[src/rtl/clk_div_ctrl.sv]
// Runtime-programmable clock divider with burst, stop/drain and a shadowed config handshake.
// Define CLK_DIV_CTRL_TICK_EN to build the tick pulse register; otherwise tick is tied to 0.
module clk_div_ctrl #(
    parameter int unsigned      CNT_W        = 26,
    parameter int unsigned      BURST_W      = 16,
    parameter logic [CNT_W-1:0] DEFAULT_HALF = 26'd250000
) (
    input  logic               fpga_clk,
    input  logic               rst,
    input  logic               cfg_valid,
    output logic               cfg_ready,
    input  logic [CNT_W-1:0]   cfg_half,
    input  logic [BURST_W-1:0] cfg_burst,
    input  logic               start,
    input  logic               stop,
    output logic               clk_div,
    output logic               tick,
    output logic               busy,
    output logic               done,
    output logic               cfg_err
);

    typedef enum logic [1:0] {StIdle, StRun, StDrain} state_e;

    state_e             state_q, state_d;
    logic [CNT_W-1:0]   half_cnt_q, half_cnt_d;
    logic [BURST_W-1:0] period_cnt_q, period_cnt_d;
    logic [CNT_W-1:0]   act_half_q, act_half_d;
    logic [BURST_W-1:0] act_burst_q, act_burst_d;
    logic [CNT_W-1:0]   shd_half_q, shd_half_d;
    logic [BURST_W-1:0] shd_burst_q, shd_burst_d;
    logic               pend_q, pend_d;
    logic               clk_div_q, clk_div_d;
    logic               done_q, done_d;
    logic               cfg_err_q, cfg_err_d;

    logic               toggle, fall, burst_hit, apply, go_idle;
    logic [BURST_W-1:0] period_inc;

    assign cfg_ready = (state_q == StIdle) || !pend_q;
    assign busy      = (state_q != StIdle);
    assign clk_div   = clk_div_q;
    assign done      = done_q;
    assign cfg_err   = cfg_err_q;

    always_comb begin
        state_d      = state_q;
        half_cnt_d   = half_cnt_q;
        period_cnt_d = period_cnt_q;
        act_half_d   = act_half_q;
        act_burst_d  = act_burst_q;
        shd_half_d   = shd_half_q;
        shd_burst_d  = shd_burst_q;
        pend_d       = pend_q;
        clk_div_d    = clk_div_q;
        done_d       = 1'b0;
        cfg_err_d    = 1'b0;
        apply        = 1'b0;
        go_idle      = 1'b0;

        toggle     = (half_cnt_q >= act_half_q - CNT_W'(1));
        fall       = toggle && clk_div_q;
        // Saturate so a long continuous run never wraps into a false burst match.
        period_inc = (period_cnt_q == '1) ? period_cnt_q : period_cnt_q + BURST_W'(1);
        burst_hit  = (act_burst_q != '0) && (period_inc == act_burst_q);

        if (state_q != StIdle) begin
            if (toggle) begin
                half_cnt_d = '0;
                clk_div_d  = !clk_div_q;
                if (clk_div_q) period_cnt_d = period_inc;
            end else begin
                half_cnt_d = half_cnt_q + CNT_W'(1);
            end
        end

        unique case (state_q)
            StIdle: begin
                clk_div_d    = 1'b0;
                half_cnt_d   = '0;
                period_cnt_d = '0;
                apply        = pend_q;
                if (start && !stop) begin
                    state_d   = StRun;
                    clk_div_d = 1'b1;
                end
            end
            StRun: begin
                if (stop && !clk_div_q) begin
                    go_idle = 1'b1;
                end else if (fall && (burst_hit || stop)) begin
                    go_idle = 1'b1;
                end else if (fall) begin
                    apply = pend_q;
                end else if (stop) begin
                    state_d = StDrain;
                end
            end
            StDrain: begin
                if (fall) go_idle = 1'b1;
            end
            default: state_d = StIdle;
        endcase

        if (go_idle) begin
            state_d      = StIdle;
            clk_div_d    = 1'b0;
            half_cnt_d   = '0;
            period_cnt_d = '0;
            done_d       = 1'b1;
            apply        = pend_q;
        end

        if (apply) begin
            act_half_d   = shd_half_q;
            act_burst_d  = shd_burst_q;
            pend_d       = 1'b0;
            period_cnt_d = '0;
        end

        // A direct load in IDLE is newer than any shadow value, so it wins.
        if (cfg_valid && cfg_ready) begin
            if (cfg_half == '0) begin
                cfg_err_d = 1'b1;
            end else if (state_q == StIdle) begin
                act_half_d  = cfg_half;
                act_burst_d = cfg_burst;
                pend_d      = 1'b0;
            end else begin
                shd_half_d  = cfg_half;
                shd_burst_d = cfg_burst;
                pend_d      = 1'b1;
            end
        end
    end

    always_ff @(posedge fpga_clk or negedge rst) begin
        if (!rst) begin
            state_q      <= StIdle;
            half_cnt_q   <= '0;
            period_cnt_q <= '0;
            act_half_q   <= DEFAULT_HALF;
            act_burst_q  <= '0;
            shd_half_q   <= '0;
            shd_burst_q  <= '0;
            pend_q       <= 1'b0;
            clk_div_q    <= 1'b0;
            done_q       <= 1'b0;
            cfg_err_q    <= 1'b0;
        end else begin
            state_q      <= state_d;
            half_cnt_q   <= half_cnt_d;
            period_cnt_q <= period_cnt_d;
            act_half_q   <= act_half_d;
            act_burst_q  <= act_burst_d;
            shd_half_q   <= shd_half_d;
            shd_burst_q  <= shd_burst_d;
            pend_q       <= pend_d;
            clk_div_q    <= clk_div_d;
            done_q       <= done_d;
            cfg_err_q    <= cfg_err_d;
        end
    end

`ifdef CLK_DIV_CTRL_TICK_EN
    logic tick_q;

    // First cycle of every high phase, including the one that starts a run.
    always_ff @(posedge fpga_clk or negedge rst) begin
        if (!rst) begin
            tick_q <= 1'b0;
        end else begin
            tick_q <= clk_div_d && !clk_div_q;
        end
    end

    assign tick = tick_q;
`else
    assign tick = 1'b0;
`endif

endmodule

[config.mk]
export PLATFORM = sky130hd
export DESIGN_NAME = clk_div_ctrl
export DESIGN_NICKNAME = d
export VERILOG_FILES = /design/src/rtl/clk_div_ctrl.sv
export SDC_FILE = /design/constraint.sdc
export NUM_CORES = 1
export LEC_CHECK = 0
export BUFFER_PORTS_ARGS = -buffer_cell sky130_fd_sc_hd__clkbuf_2
export CAP_MARGIN = 20
export CORE_MARGIN = 1.5
export CORE_UTILIZATION = 35
export DETAILED_ROUTE_END_ITERATION = 10
export PLACE_DENSITY = 0.51
export REMOVE_ABC_BUFFERS = 1
export SKIP_LAST_GASP = 1
export SLEW_MARGIN = 20
export SYNTH_ARGS = -nofsm -noshare
export SYNTH_HDL_FRONTEND = slang
export SYNTH_SLANG_ARGS = --single-unit
[constraint.sdc]
create_clock -name fpga_clk -period 6.6 [get_ports fpga_clk]
set_input_delay 0 -clock fpga_clk [delete_from_list [all_inputs] [get_ports fpga_clk]]
set_output_delay 0 -clock fpga_clk [all_outputs]
set_load 0.005 [all_outputs]
==> results of run 1 <==
==> flip-flops by register name (all words and copies together), names as in the netlist, 2 cells and up <==
register and count:
half_cnt_q 26, state_q 2, act_half_q 26, shd_half_q 26, shd_burst_q 16, period_cnt_q 16
act_burst_q 16
==> layout make-up <==
class	instances	area (sq um)
clock inverter	15	146.4
multi-input combinational	642	4384
sequential	132	3312
clock buffer	17	425.4
tap	285	356.6
timing repair buffer	108	807.0
inverter	20	75.07
fill	2209	13000
==> placed cells by master, fill, tap and decap left out, types with 8 or more instances in the layout <==
cell type                         n
sky130_fd_sc_hd__clkbuf_2        50
sky130_fd_sc_hd__a21oi_1          8
sky130_fd_sc_hd__nand2_1         41
sky130_fd_sc_hd__dfrtp_1        125
sky130_fd_sc_hd__nand4_1         15
sky130_fd_sc_hd__dlygate4sd3_1   47
sky130_fd_sc_hd__xnor2_1         45
sky130_fd_sc_hd__xor2_1          32
sky130_fd_sc_hd__o21ai_0         13
sky130_fd_sc_hd__mux2_2          43
sky130_fd_sc_hd__nor2_1         150
sky130_fd_sc_hd__nor4_1          23
sky130_fd_sc_hd__nand3_1         21
sky130_fd_sc_hd__o221a_1         40
sky130_fd_sc_hd__clkbuf_16       17
sky130_fd_sc_hd__buf_4           10
sky130_fd_sc_hd__inv_1           19
sky130_fd_sc_hd__nor3_1          76
sky130_fd_sc_hd__ha_1            33
==> routing by layer <==
layer  vias up  part of all wire [%]  global-route usage [%]
li1       3218                     -                       -
met4         0                   1.1                   5.317
met1      3197                    51                   26.38
met3        20                   2.6                   3.157
met2       107                    46                   29.99
met5         -                     0                       0
==> what timing repair did <==
action	4_1_cts	5_1_grt
setup endpoints to repair	0	0
gates resized for setup	0	0
hold endpoints to repair	154	0
hold buffers	47	0
==> per-stage QoR <==
stage | instances | util [%] | cell area (sq um) | total power (W) | worst slack, ns
4_1_cts | 1219 | 42.25 | 9507 | 0.003890 | 1.033
5_1_grt | 1219 | 42.25 | 9507 | 0.004132 | 0.4350
2_1_floorplan | 794 | - | 7751 | 0.002449 | 1.036
3_5_place_dp | 1140 | 37.61 | 8464 | 0.002920 | 1.078
6_report | 1219 | 42.25 | 9507 | 0.003846 | 1.022
3_3_place_gp | 1140 | 37.61 | 8464 | 0.002896 | 1.141
==> synthesized netlist by cell type (all sizes together), types with 3 or more instances <==
master	count
and2	3
nor2b	4
a21o	3
dfrtp	125
nand3b	3
or2	3
inv	19
nor4	24
nand2	41
nand4	16
o221a	41
and3	5
buf	19
clkbuf	32
o21a	3
dfstp	7
o211ai	5
xnor2	45
xor2	32
nor2	151
ha	33
a21oi	8
o22ai	5
mux2	43
o21ai	14
a31oi	7
and4	6
nand2b	4
o311ai	3
a211oi	7
mux2i	7
or4	7
nand3	21
nor3	76
o21bai	3
==> critical path, stage by stage, from the launching register on <==
cell and delay (ns):
sky130_fd_sc_hd__dfrtp_1 0.42, sky130_fd_sc_hd__or4_1 0.60, sky130_fd_sc_hd__nor4_1 0.31, sky130_fd_sc_hd__nand2_1 0.17, sky130_fd_sc_hd__nor2_1 0.27, sky130_fd_sc_hd__nand2_1 0.19
sky130_fd_sc_hd__nor2_1 0.15, sky130_fd_sc_hd__xnor2_1 0.15, sky130_fd_sc_hd__ha_1 0.27, sky130_fd_sc_hd__a211oi_1 0.19, sky130_fd_sc_hd__o21ai_0 0.14, sky130_fd_sc_hd__a211oi_1 0.47
sky130_fd_sc_hd__o22ai_1 0.19, sky130_fd_sc_hd__or2_2 0.39, sky130_fd_sc_hd__a32o_1 0.34, sky130_fd_sc_hd__or3_1 0.54, sky130_fd_sc_hd__buf_4 0.36, sky130_fd_sc_hd__o221a_1 0.29
==> final timing paths <==
path / end / slack, ns / depth (start not counted) / start
worst max register to register: act_half_q[13] / 1.02 / 17 / act_half_q[5]
worst min register to register: shd_half_q[14] / 0.51 / 1 / shd_half_q[14]
min in group asynchronous: shd_half_q[13] / 0.17 / 2 / rst
worst max-delay path: act_half_q[13] / 1.02 / 17 / act_half_q[5]
max in group asynchronous: period_cnt_q[2] / 5.16 / 3 / rst
worst min-delay path: state_q[0] / 0.004 / 4 / stop
==> power groups by stage <==
stage	Combinational (W)	Sequential, W	Clock [W]
2_1_floorplan	0.00110	0.00135	0
3_3_place_gp	0.00146	0.00144	0
3_5_place_dp	0.00148	0.00144	0
4_1_cts	0.00151	0.00143	0.000954
5_1_grt	0.00167	0.00147	0.000991
6_report	0.00149	0.00143	0.000930
==> cell families (layout without fill, tap and decap cells) <==
| logic type | count (synthesis) | count (layout) | synth area share, % |
|---|---|---|---|
| AO/OA/AOI/OAI | 112 | 112 | 11.97 |
| buffers and inverters | 71 | 160 | 3.976 |
| flip-flops | 132 | 132 | 41.43 |
| AND/OR/NAND/NOR | 369 | 369 | 22.04 |
| other | 1 | 1 | 0.04691 |
| adder cells (fa/ha/maj) | 33 | 33 | 5.165 |
| XOR/XNOR | 77 | 77 | 8.436 |
| multiplexers | 50 | 50 | 6.934 |
==> flow_summary.rst, run 1 <==
.. list-table::
   :header-rows: 1

   * - Metric
     - Value
   * - Synth area leaders
     - sky130_fd_sc_hd__dfrtp_1 39%, sky130_fd_sc_hd__nor2_1 7.1%, sky130_fd_sc_hd__mux2_2 6.1%
   * - Cell at the root of the clock tree
     - sky130_fd_sc_hd__clkbuf_16
   * - Hold Vio Cnt, Final
     - 0
   * - Slew at the pin with the worst max-slew slack
     - ~1.0 ns
   * - Max-slew violation total from the final report
     - 0
   * - Bufs on Longest Clock Path
     - 2
   * - Syn Inst Count
     - 845
   * - Final GP Congestion
     - 0.8403
   * - Maximum VDD drop
     - 0.2021 mV
   * - Iteration-0 DRC count of the detailed router
     - around 330
   * - Die extent in y
     - 154.1 um
   * - Combined area of all synthesized cells
     - 7994 sq um
   * - Overall track demand over capacity in global routing
     - 18.84%
   * - Area of the placeable core
     - 22,500 sq um
   * - Final Hold Slack
     - between 0.003 and 0.004 ns
   * - Cell internal power dissipation
     - 0.002368 W
   * - Number of flops mapped to enable cells by yosys
     - 0
   * - Starting density of the core
     - 35.52%
   * - First-pass GRT wire length
     - 35,240 um
   * - Critical path type
     - flip-flop to flip-flop
   * - Count of buffers from port buffering
     - 51
   * - Vias after detailed routing
     - 6,542
   * - Post-synthesis register bit count
     - 132
   * - Share of total power in sequential cells
     - approximately 37%
   * - Kind of start point of the critical path
     - flip-flop
   * - Worst EP arrival
     - approximately 5.9 ns
   * - Relative contribution of combinational cells to total power
     - between 30 and 40%
   * - Number of buffers inserted during clock tree synthesis
     - 17
   * - Remaining global-route overflow
     - 0
   * - Largest area contributor in the synthesized netlist
     - sky130_fd_sc_hd__dfrtp_1
   * - Half-perimeter wire length after placement
     - ~14,000 um
   * - Nets@finish
     - roughly 1,000
   * - Area growth, synth to finish
     - 18.92%
   * - Proportion of netlist area held by the largest area contributor
     - 39.13%
   * - Clk Latency, worst-skew pair
     - 0.43 ns
   * - Die area
     - 23,760 sq um
   * - Clock power frac
     - 24.2%
   * - Average wire per cell in the routed design
     - 17.25 um
   * - I/O pin count
     - 53
   * - Post-synth cell types
     - 61
   * - Main flop type after synthesis
     - sky130_fd_sc_hd__dfrtp_1
   * - Synthesized area per cell
     - 9.460 sq um
   * - Accumulated negative setup slack
     - 0 ns
   * - Worst min path class
     - input port to flip-flop
   * - Synthesis warning total
     - 0
   * - Slew margin rel.
     - between 30% and 40%
   * - First-pass detailed-route iteration total
     - 4
   * - Clock tree sinks
     - 132
   * - Clock skew after layout
     - 0.007179 ns
   * - CTS HTree Levels
     - 4
   * - Async set or reset register ratio after synthesis
     - 100.0%
   * - Final ANT Viol Nets
     - 0
   * - Switching power as a share of total power
     - 38.44%
   * - Final critical-path share of the clock period
     - between 80% and 90%
   * - Via count of the first global-routing pass
     - roughly 6,600
   * - Count of maximum capacitance violations
     - 0
   * - Clock transition at the register clock pins on the worst setup and hold paths after CTS
     - 0.06 ns
   * - Vias per cell
     - 5.367
   * - Peak fanout along the critical path
     - 31
   * - Static leakage
     - 3.850 nW
   * - Layout cell share with drive strength beyond 1
     - about 17%
   * - Antenna violations before repair
     - 0
   * - Outcome
     - finished, final reports clean
   * - Unrepaired setup endpoints after global routing
     - no
   * - Switching component of the power
     - ~0.0015 W
   * - Kind of capture point of the worst setup path
     - flip-flop
   * - Buffers inserted during post-CTS setup optimization
     - 0
   * - Data required time at the worst endpoint
     - 6.91 ns
   * - Final critical delay including setup and external delays
     - 5.578 ns
   * - Maximum frequency from static timing analysis
     - 179.3 MHz
   * - Horizontal die dimension
     - between 150 and 200 um
   * - Clock tree from TritonCTS
     - yes
   * - Count of final setup violators
     - 0
   * - Total power density per cell area
     - 404.6 nW/um^2
   * - Maximum number of pins on one net before global-route repair
     - 72
   * - # rows
     - 55
   * - Sequential area share after synthesis
     - between 40% and 50%
   * - Ant. Diodes
     - 0
   * - Wire length reported by the detailed router
     - 21,020 um
   * - Drt drc
     - 0
(Power assumes the default switching activity.)
==> run 2: changes to the inputs <==
ABC_AREA = 1   (was not set)
PLACE_DENSITY = 0.53   (was 0.51)
clock period = 4.9 ns   (was 6.6 ns; I/O delays follow)
==> run 2 against run 1 <==
  * Via count increased by 14%
  * Power up 43%
  * Clock power increased by 38%
  * Synthesized area increased by 4.4%
  * Register-to-register slack got worse by 0.84 ns
  * Wire length grew 6.7%
  * Largest power group unchanged
  * Sequential power grew 28%
  * Non-clock buffer count rose by 25
  * Worst setup slack lost 0.84 ns
  * Critical path depth rose by 14
  * Synthesized cell count rose by 35%
  * Global-route usage fell by 0.53 points
==> flow_summary.rst, run 2 <==
.. list-table::
   :header-rows: 1

   * - Metric
     - Value
   * - Outcome
     - finished, final reports clean
   * - Remaining global-route overflow
     - 0
   * - Hold Vio Cnt, Final
     - 0
   * - Final critical-path share of the clock period
     - between 90% and 100%
   * - Slew at the pin with the worst max-slew slack
     - 0.9782 ns
   * - Vias per cell
     - 4.725
   * - Most frequently used cell type in the post-synthesis netlist
     - sky130_fd_sc_hd__nand2_1
   * - Synthesis warning total
     - 0
   * - Area of the multi-input gates
     - 4508 sq um
   * - Layout cell share with drive strength beyond 1
     - about 17%
   * - Clock skew after layout
     - 0.01018 ns
   * - Placed cell count
     - 1,493
   * - Clk Latency, worst-skew pair
     - 0.43 ns
   * - Worst min path class
     - input port to flip-flop
   * - Combined area of all synthesized cells
     - ~8300 sq um
   * - Horizontal die dimension
     - 157.4 um
   * - Final critical delay including setup and external delays
     - between 4 and 5 ns
   * - I/O pin count
     - 53
   * - Average wire per cell in the routed design
     - 14.17 um
   * - # rows
     - 56
   * - Static leakage
     - 5.155 nW
   * - Count of maximum capacitance violations
     - 0
   * - FILL cells
     - roughly 2,400
   * - Unrepaired setup endpoints after global routing
     - yes
   * - Count of final setup violators
     - 0
   * - Main flop type after synthesis
     - sky130_fd_sc_hd__dfrtp_1
   * - Share of the core filled with cells
     - 44.82%
   * - Die extent in y
     - 157.4 um
   * - CTS HTree Levels
     - 4
   * - Critical path type
     - flip-flop to flip-flop
   * - Vias after detailed routing
     - 7,480
   * - Maximum frequency from static timing analysis
     - 211.8 MHz
   * - Max-slew violation total from the final report
     - 0
   * - Count of buffers from port buffering
     - 51
   * - Slew margin rel.
     - between 30% and 40%
   * - Origin of the worst min-delay path
     - stop
   * - Final ANT Viol Nets
     - 0
   * - Iteration-0 DRC count of the detailed router
     - 471
   * - Nets@finish
     - 1,331
   * - Final GP Congestion
     - about 0.84
   * - Antenna violations before repair
     - 0
   * - Area growth, synth to finish
     - 25.70%
   * - Proportion of netlist area held by the largest area contributor
     - a little under two fifths
   * - Worst EP arrival
     - 5.08 ns
   * - Sequential Area
     - 3312 sq um
   * - Biggest regs
     - act_half_q (26), half_cnt_q (26), shd_half_q (26)
   * - Clock tree sinks
     - approximately 130
   * - Largest area contributor in the synthesized netlist
     - sky130_fd_sc_hd__dfrtp_1
   * - Ant. Diodes
     - 0
   * - Peak fanout along the critical path
     - 8
   * - Sequential area share after synthesis
     - 39.69%
   * - Synth area leaders
     - sky130_fd_sc_hd__dfrtp_1 37%, sky130_fd_sc_hd__nand2_1 11%, sky130_fd_sc_hd__nor2_1 9.4%
   * - Total power density per cell area
     - 524.7 nW/um^2
   * - Async set or reset register ratio after synthesis
     - 100.0%
   * - Post-synth cell types
     - 40
   * - Maximum number of pins on one net before global-route repair
     - 100
   * - Number of buffers inserted during clock tree synthesis
     - 17
   * - Kind of capture point of the worst setup path
     - flip-flop
   * - Clock tree from TritonCTS
     - yes
   * - Clock transition at the register clock pins on the worst setup and hold paths after CTS
     - 0.06 ns
   * - Commonest non-fill, non-tap cell in the layout
     - sky130_fd_sc_hd__nand2_1
   * - Starting density of the core
     - 35.66%
   * - Data required time at the worst endpoint
     - 5.25 ns
   * - Slowest Stage Delay on Critical Path
     - 0.39 ns
   * - Post-synthesis register bit count
     - 132
   * - Die area
     - 24,780 sq um
   * - First-pass GRT wire length
     - approximately 36,000 um
   * - Bufs on Longest Clock Path
     - 2
   * - Cell at the root of the clock tree
     - sky130_fd_sc_hd__clkbuf_16
   * - Crit. Startpoint
     - act_half_q[1]
   * - Number of flops mapped to enable cells by yosys
     - 0
   * - Critical path's slowest cell
     - sky130_fd_sc_hd__dfrtp_1
   * - Wire length reported by the detailed router
     - 22,430 um
   * - Maximum VDD drop
     - 0.2507 mV
   * - Drt drc
     - 0
   * - Via count of the first global-routing pass
     - approximately 7,000
   * - Syn Inst Count
     - 1,140
   * - Synthesized area per cell
     - 7.320 sq um
   * - First-pass detailed-route iteration total
     - 5
   * - Top library cells by usage in the layout, fill and taps aside
     - 243 x sky130_fd_sc_hd__nand2_1, 204 x sky130_fd_sc_hd__nor2_1, 130 x sky130_fd_sc_hd__inv_1, 125 x sky130_fd_sc_hd__dfrtp_1, 78 x sky130_fd_sc_hd__nand3_1
   * - Area of the placeable core
     - 23,400 sq um
   * - Overall track demand over capacity in global routing
     - 18.31%
   * - Half-perimeter wire length after placement
     - about 15,000 um
   * - Filler-free cell count of the finished design
     - 1,583
   * - Kind of start point of the critical path
     - flip-flop
   * - Synth top cells by count
     - 247 x sky130_fd_sc_hd__nand2_1, 209 x sky130_fd_sc_hd__nor2_1, 133 x sky130_fd_sc_hd__inv_1
   * - Reg-to-Reg Start
     - act_half_q[1]
==> run 2: cell count changes after synthesis, moves of 40 or more <==
| cell | delta |
|---|---|
| sky130_fd_sc_hd__nand2_1 | +206 |
| sky130_fd_sc_hd__inv_1 | +114 |
| sky130_fd_sc_hd__nand3_1 | +70 |
| sky130_fd_sc_hd__a21oi_1 | +68 |
| sky130_fd_sc_hd__nor3_1 | -60 |
| sky130_fd_sc_hd__nor2_1 | +58 |
| sky130_fd_sc_hd__o221a_1 | -40 |
==> run 2: kinds of logic after synthesis <==
kind of cell / share of synthesized area (%)
muxes: 3.509
and+or+nand+nor: 31.67
buffers and inverters: 9.162
adders and majority gates: 4.948
xor gates and xnor gates: 3.779
other: 0.04494
AOI/OAI and AO/OA: 7.197
DFF: 39.69
==> run 2: final cells by class <==
class / count / area share [%]
inverter: 139 / 4.974
tap: 319 / 3.805
clock inverter: 14 / 1.300
sequential: 132 / 31.58
clock buffer: 18 / 4.187
timing repair buffer: 133 / 11.18
multi-input combinational: 828 / 42.98
==> run 2: metrics by stage <==
step | total power (W) | instance area (sq um) | setup TNS, ns | hold WS [ns] | setup WS, ns
CTS | 0.005348 | 10060 | 0 | 0.05792 | 0.01760
detailed placement | 0.004017 | 9035 | 0 | 0.1968 | 0.04980
global placement | 0.003988 | 9035 | 0 | 0.1916 | 0.1473
floorplan | 0.003334 | 8102 | -54.87 | -0.2956 | -1.060
finish | 0.005504 | 10490 | 0 | 0.06689 | 0.1786
global route | 0.005968 | 10490 | -7.383 | 0.1192 | -0.1950
==> run 2: report_power, final <==
part	switching (W)	internal, W
clock	0.000522	0.000757
sequential	0.000322	0.00151
combinational	0.00141	0.000987
total	0.00225	0.00325
==> run 2: timing repair <==
action	CTS	global route
resized for setup	0	51
endpoints found under the hold margin	179	0
buffers inserted	0	7
hold buffers	45	0
setup endpoints to repair	0	89
==> run 2: worst paths after layout <==
kind | slack [ns] | endpoint | cells after the start
worst max-delay path | 0.18 | act_half_q[1] | 31
worst min-delay path | 0.07 | clk_div | 6
worst max register to register | 0.18 | act_half_q[1] | 31
worst min register to register | 0.49 | shd_half_q[25] | 2
max in group asynchronous | 3.60 | act_half_q[4] | 3
min in group asynchronous | 0.25 | shd_half_q[15] | 2
==> run 2: critical path: cells and delay by family, from the launching register on <==
kind | cells | cell delay (ns)
simple gates | 19 | 2.48
compound gates | 2 | 0.34
fa+ha+maj | 2 | 0.43
xor+xnor | 1 | 0.15
flops | 1 | 0.39
buf+inv | 7 | 0.85
==> run 2: layer usage <==
metal	global-route usage, %	vias up	part of all wire [%]
li1	-	3869	-
met1	26.62	3494	52
met2	27.92	102	45
met3	3.689	15	2.7
met4	3.998	0	0.90
met5	0	-	0
